**src/rtl/ksa_arbiter.sv**
```systemverilog
// ksa_arbiter: two requesters share one 64-bit Kogge-Stone adder behind a
// one-entry registered output stage with valid/ready handshakes.
// Ports: clk, rst (async, active-high);
//        req0/req1: valid, ready, a[63:0], b[63:0];
//        rsp: valid, ready, sum[63:0], cout, id;
//        cnt0/cnt1[15:0]: per-requester accepted-operation counters.
// Option: define KSA_ARB_ROUND_ROBIN_EN to alternate grants on ties.
//         Without it, requester 0 always wins a tie.

module ksa64 (
    input  logic [63:0] a,
    input  logic [63:0] b,
    output logic [63:0] sum,
    output logic        cout
);
    // g[l]/p[l] are group generate/propagate after prefix level l.
    // Propagate is not needed past level 5, so it stops there.
    logic [63:0] g [0:6];
    logic [63:0] p [0:5];

    assign g[0] = a & b;
    assign p[0] = a ^ b;

    for (genvar l = 0; l < 6; l++) begin : g_lvl
        localparam int D = 1 << l;
        for (genvar i = 0; i < 64; i++) begin : g_bit
            if (i >= D) begin : g_op
                assign g[l+1][i] = g[l][i] | (p[l][i] & g[l][i-D]);
                if (l < 5) begin : g_p
                    assign p[l+1][i] = p[l][i] & p[l][i-D];
                end
            end else begin : g_pass
                assign g[l+1][i] = g[l][i];
                if (l < 5) begin : g_p
                    assign p[l+1][i] = p[l][i];
                end
            end
        end
    end

    // Carry into bit i is the group generate of bits [i-1:0].
    assign sum  = p[0] ^ {g[6][62:0], 1'b0};
    assign cout = g[6][63];
endmodule

module ksa_arbiter (
    input  logic        clk,
    input  logic        rst,
    input  logic        req0_valid,
    output logic        req0_ready,
    input  logic [63:0] req0_a,
    input  logic [63:0] req0_b,
    input  logic        req1_valid,
    output logic        req1_ready,
    input  logic [63:0] req1_a,
    input  logic [63:0] req1_b,
    output logic        rsp_valid,
    input  logic        rsp_ready,
    output logic [63:0] rsp_sum,
    output logic        rsp_cout,
    output logic        rsp_id,
    output logic [15:0] cnt0,
    output logic [15:0] cnt1
);
    typedef enum logic {EMPTY, FULL} state_t;

    state_t      state;
    logic        last_grant;
    logic        can_accept;
    logic        prefer0;
    logic        grant0;
    logic        grant1;
    logic        xfer;
    logic [63:0] op_a;
    logic [63:0] op_b;
    logic [63:0] add_sum;
    logic        add_cout;

    assign rsp_valid  = (state == FULL);
    assign can_accept = !rsp_valid | rsp_ready;

`ifdef KSA_ARB_ROUND_ROBIN_EN
    // last_grant == 1 means requester 1 went last, so 0 takes the tie.
    assign prefer0 = last_grant;
`else
    // Pointer is still tracked but can never override fixed priority.
    assign prefer0 = last_grant | 1'b1;
`endif

    // Grants depend only on the valids, never on the other ready.
    assign grant0 = req0_valid & (!req1_valid | prefer0);
    assign grant1 = req1_valid & !grant0;

    assign req0_ready = grant0 & can_accept & !rst;
    assign req1_ready = grant1 & can_accept & !rst;
    assign xfer       = req0_ready | req1_ready;

    assign op_a = grant1 ? req1_a : req0_a;
    assign op_b = grant1 ? req1_b : req0_b;

    ksa64 u_ksa64 (
        .a    (op_a),
        .b    (op_b),
        .sum  (add_sum),
        .cout (add_cout)
    );

    always_ff @(posedge clk or posedge rst) begin
        if (rst) begin
            state      <= EMPTY;
            rsp_sum    <= '0;
            rsp_cout   <= 1'b0;
            rsp_id     <= 1'b0;
            cnt0       <= '0;
            cnt1       <= '0;
            last_grant <= 1'b1;
        end else begin
            if (xfer) begin
                state      <= FULL;
                rsp_sum    <= add_sum;
                rsp_cout   <= add_cout;
                rsp_id     <= grant1;
                last_grant <= grant1;
                if (grant1) begin
                    cnt1 <= cnt1 + 16'd1;
                end else begin
                    cnt0 <= cnt0 + 16'd1;
                end
            end else if (state == FULL && rsp_ready) begin
                state <= EMPTY;
            end
        end
    end
endmodule

```
**config.mk**
```make
export PLATFORM = sky130hd
export DESIGN_NAME = ksa_arbiter
export DESIGN_NICKNAME = d
export VERILOG_FILES = /design/src/rtl/ksa_arbiter.sv
export SDC_FILE = /design/constraint.sdc
export NUM_CORES = 1
export LEC_CHECK = 0
export CORE_UTILIZATION = 25
export DETAILED_ROUTE_END_ITERATION = 12
export PLACE_DENSITY = 0.52
export RECOVER_POWER = 25
export SLEW_MARGIN = 20
export SYNTH_ARGS = -nofsm -noshare
export SYNTH_HDL_FRONTEND = slang
export SYNTH_SLANG_ARGS = --single-unit
```
**constraint.sdc**
```tcl
create_clock -name clk -period 10 [get_ports clk]
set_input_delay 2 -clock clk [delete_from_list [all_inputs] [get_ports clk]]
set_output_delay 2 -clock clk [all_outputs]
set_load 0.01 [all_outputs]
```
==> impl_metrics.yaml <==
status:
  status: "complete, but fails checks"
  violations: "max-capacitance violations, max-slew violations"
floorplanning:
  start_util: 0.256
  dieArea_sq_mm: 0.0365
  core_sq_mm: 0.0349
  die_h_um: 191
  ioPinCount: 362
  rows: 68
  fp.dieW_um: 191
layout:
  area_delta_synth_final_pct: 48.7
  post_route_cells_drive_above_1_share: 0.119
  final_common_cell: "clkdlybuf4s50_1"
  seq_area_sq_mm: 0.00248
  finalCoreUtilization: 0.381
  layout.cells.non_filler: 1822
  nFillCells: 3562
  fin_nets: 1688
  fin_area_sq_mm: 0.0133
  multi_input_area_sq_mm: 0.00621
  final_cell_mix: "335 x clkdlybuf4s50_1, 129 x mux2_2, 114 x a21oi_1"
drt:
  avgRoutedWirePerCell_um: 18.3
  first_pass_iters: 5
  wl_um: 33400
  viasPerCell: 4.93
  vias: 8988
  drcViolationCount: 0
  drtAntennaViolNets: 0
  drt_iter0_markers: 511
global_routing:
  grt_pass1_vias: 9105
  grt_max_degree: 81
  grt_overflow: 0
  grt_pass1_wl_um: 50700
  antenna_found_initial: 4
  grt.total_usage: 0.181
power_and_ir_drop:
  power_leakage_nw: 5.40
  p_sw_mw: 0.729
  seqPwrFrac: 0.305
  power_frac_clock: 0.183
  ir_worst_vdd_mv: 0.0908
  sw_frac_of_total: 0.382
  pwr-share-comb: 0.511
  power_mw: 1.91
  power.density_mw_per_mm2: 144
  internal-power_mw: 1.18
place:
  numPortBuffers: 361
  place_area_sq_mm: 0.0130
  placed_cells: 1804
  dp_hpwl_um: 27000
  place_congestion: 0.857
sta:
  drv_slew: 46
  worst_pin_slew_ns: 2.15
  fin_skew_ns: 0.00903
  tns_ns: 0
  max_freq_mhz: 147
  setup_violations: 0
  layout_min_cycle_time_ns: 6.82
  period_share: 0.682
  slew_headroom: -0.443
  grt_setup_unrepaired: "no"
  hold_viol: 0
worst_setup_path:
  cp-start-kind: "input port"
  crit_type: "input port to register"
  required_ns: 10.28
  worstPathMaxFanout: 80
  arrival_ns: 7.10
  endpoint_kind: "register"
logic_synthesis:
  mappedNetlistNets: 1356
  yosysSeqAreaShare: 0.277
  synth_area_sq_mm: 0.00893
  avgSynthCellArea_sq_um: 8.69
  yosysWarnings: 0
  synth_edf_count: 0
  ys.flop_type: "dfrtp_1"
  synthDistinctLibCells: 57
  async_flop_share: 1.00
  synth_seq_cells: 99
  syn_inst: 1028
min_path:
  hold_class: "register to register"
job:
  maxCapViolCount: 1
clock_network:
  path_clk_slew_ns: 0.07
  h-tree-depth: 3
  post_cts_buffers: 0
  hold_buffers: 0
  cts_sinks: 99
  cts_resized: 0
  cts_max_path_buffers: 2
  clockRootBuffer: "clkbuf_16"
  clk_latency_ns: 0.37
  tritoncts: "built"
  cts-buffers-inserted: 9
-- sequential cells by signal (all words and copies together), names as in the netlist --
signal     cells
cnt0          16
cnt1          16
rsp_cout       1
rsp_id         1
rsp_sum       64
rsp_valid      1
-- power groups by stage --
stage,registers (mW),logic [mW],clock network [mW]
2_1_floorplan,0.629,0.458,0
3_3_place_gp,0.589,0.998,0
3_5_place_dp,0.591,0.994,0
4_1_cts,0.586,1.00,0.366
5_1_grt,0.599,1.07,0.377
6_report,0.582,0.975,0.350
-- cells by family after synthesis --
group                    after synthesis  synth area share
XOR/XNOR                              83            0.0814
multiplexers                         129             0.163
adder cells (fa/ha/maj)               67            0.0947
AND/OR/NAND/NOR                      286             0.149
flip-flops                            99             0.277
buffers and inverters                 67            0.0284
AO/OA/AOI/OAI                        297             0.207
-- metal layers --
metal | up-vias | global-route usage | share of wire
met5 | - | 0 | 0.00072
met1 | 4245 | 0.218 | 0.43
met2 | 308 | 0.321 | 0.49
met4 | 4 | 0.0357 | 0.0095
met3 | 20 | 0.0444 | 0.072
li1 | 4411 | - | -
-- per-stage QoR --
stage	setup WS (ns)	hold WS, ns
2_1_floorplan	4.01	0.507
3_3_place_gp	2.89	0.456
3_5_place_dp	2.85	0.462
4_1_cts	3.22	0.476
5_1_grt	2.80	0.484
6_report	3.18	0.471
-- synthesized netlist by cell type (all sizes together) (3+ instances only) --
| cell type | count | share of area |
|---|---|---|
| a211o | 3 | 0.0029 |
| a21o | 37 | 0.031 |
| or3 | 6 | 0.0042 |
| mux2 | 129 | 0.16 |
| nand4 | 17 | 0.012 |
| and4 | 7 | 0.0069 |
| a211oi | 9 | 0.0076 |
| nor2 | 76 | 0.032 |
| nor3 | 9 | 0.0050 |
| a221oi | 3 | 0.0029 |
| o21a | 4 | 0.0034 |
| clkbuf | 41 | 0.017 |
| o221ai | 4 | 0.0039 |
| nand3 | 21 | 0.012 |
| nor2b | 7 | 0.0049 |
| o31ai | 13 | 0.011 |
| and3 | 16 | 0.011 |
| a31oi | 7 | 0.0049 |
| a21boi | 3 | 0.0025 |
| o21bai | 16 | 0.013 |
| and2 | 3 | 0.0021 |
| or2 | 3 | 0.0021 |
| nor4 | 4 | 0.0028 |
| ha | 66 | 0.092 |
| xnor2 | 54 | 0.053 |
| o21ai | 64 | 0.037 |
| xor2 | 29 | 0.028 |
| inv | 20 | 0.0084 |
| dfrtp | 99 | 0.28 |
| nand2 | 105 | 0.044 |
| buf | 5 | 0.0024 |
| nand2b | 7 | 0.0049 |
| a21oi | 114 | 0.064 |
-- worst max-delay path, stage by stage --
cell             delay [ns]
clkdlybuf4s50_1        0.46
nor2b_4                0.19
buf_4                  0.77
mux2_2                 0.47
ha_1                   0.44
nand2_1                0.19
nor4_1                 0.61
nand2_1                0.14
o21ai_0                0.17
a211o_1                0.12
a21oi_1                0.13
o311ai_1               0.71
a221oi_1               0.23
xor2_1                 0.18
o21ai_0                0.14
-- area by class of cell --
class,instances,area share
Multi-Input combinational cell,862,0.468
Timing Repair Buffer,367,0.275
Sequential cell,99,0.187
Tap cell,455,0.0429
Clock buffer,10,0.0180
Inverter,21,0.00603
Clock inverter,6,0.00301
Antenna cell,2,0.000377
-- path summary, 6_finish.rpt --
| check | startpoint | to | slack, ns | cells after the start |
|---|---|---|---|---|
| min reg2reg | cnt1[15] | cnt1[15] | 0.47 | 1 |
| min in group asynchronous | rst | rsp_valid | 2.68 | 2 |
| max | req0_valid | rsp_sum[62] | 3.18 | 15 |
| max in group asynchronous | rst | rsp_sum[61] | 5.74 | 3 |
| min | cnt1[15] | cnt1[15] | 0.47 | 1 |
| max reg2reg | rsp_valid | rsp_sum[60] | 7.55 | 9 |
Note: power is estimated with default switching activity, not from simulation.
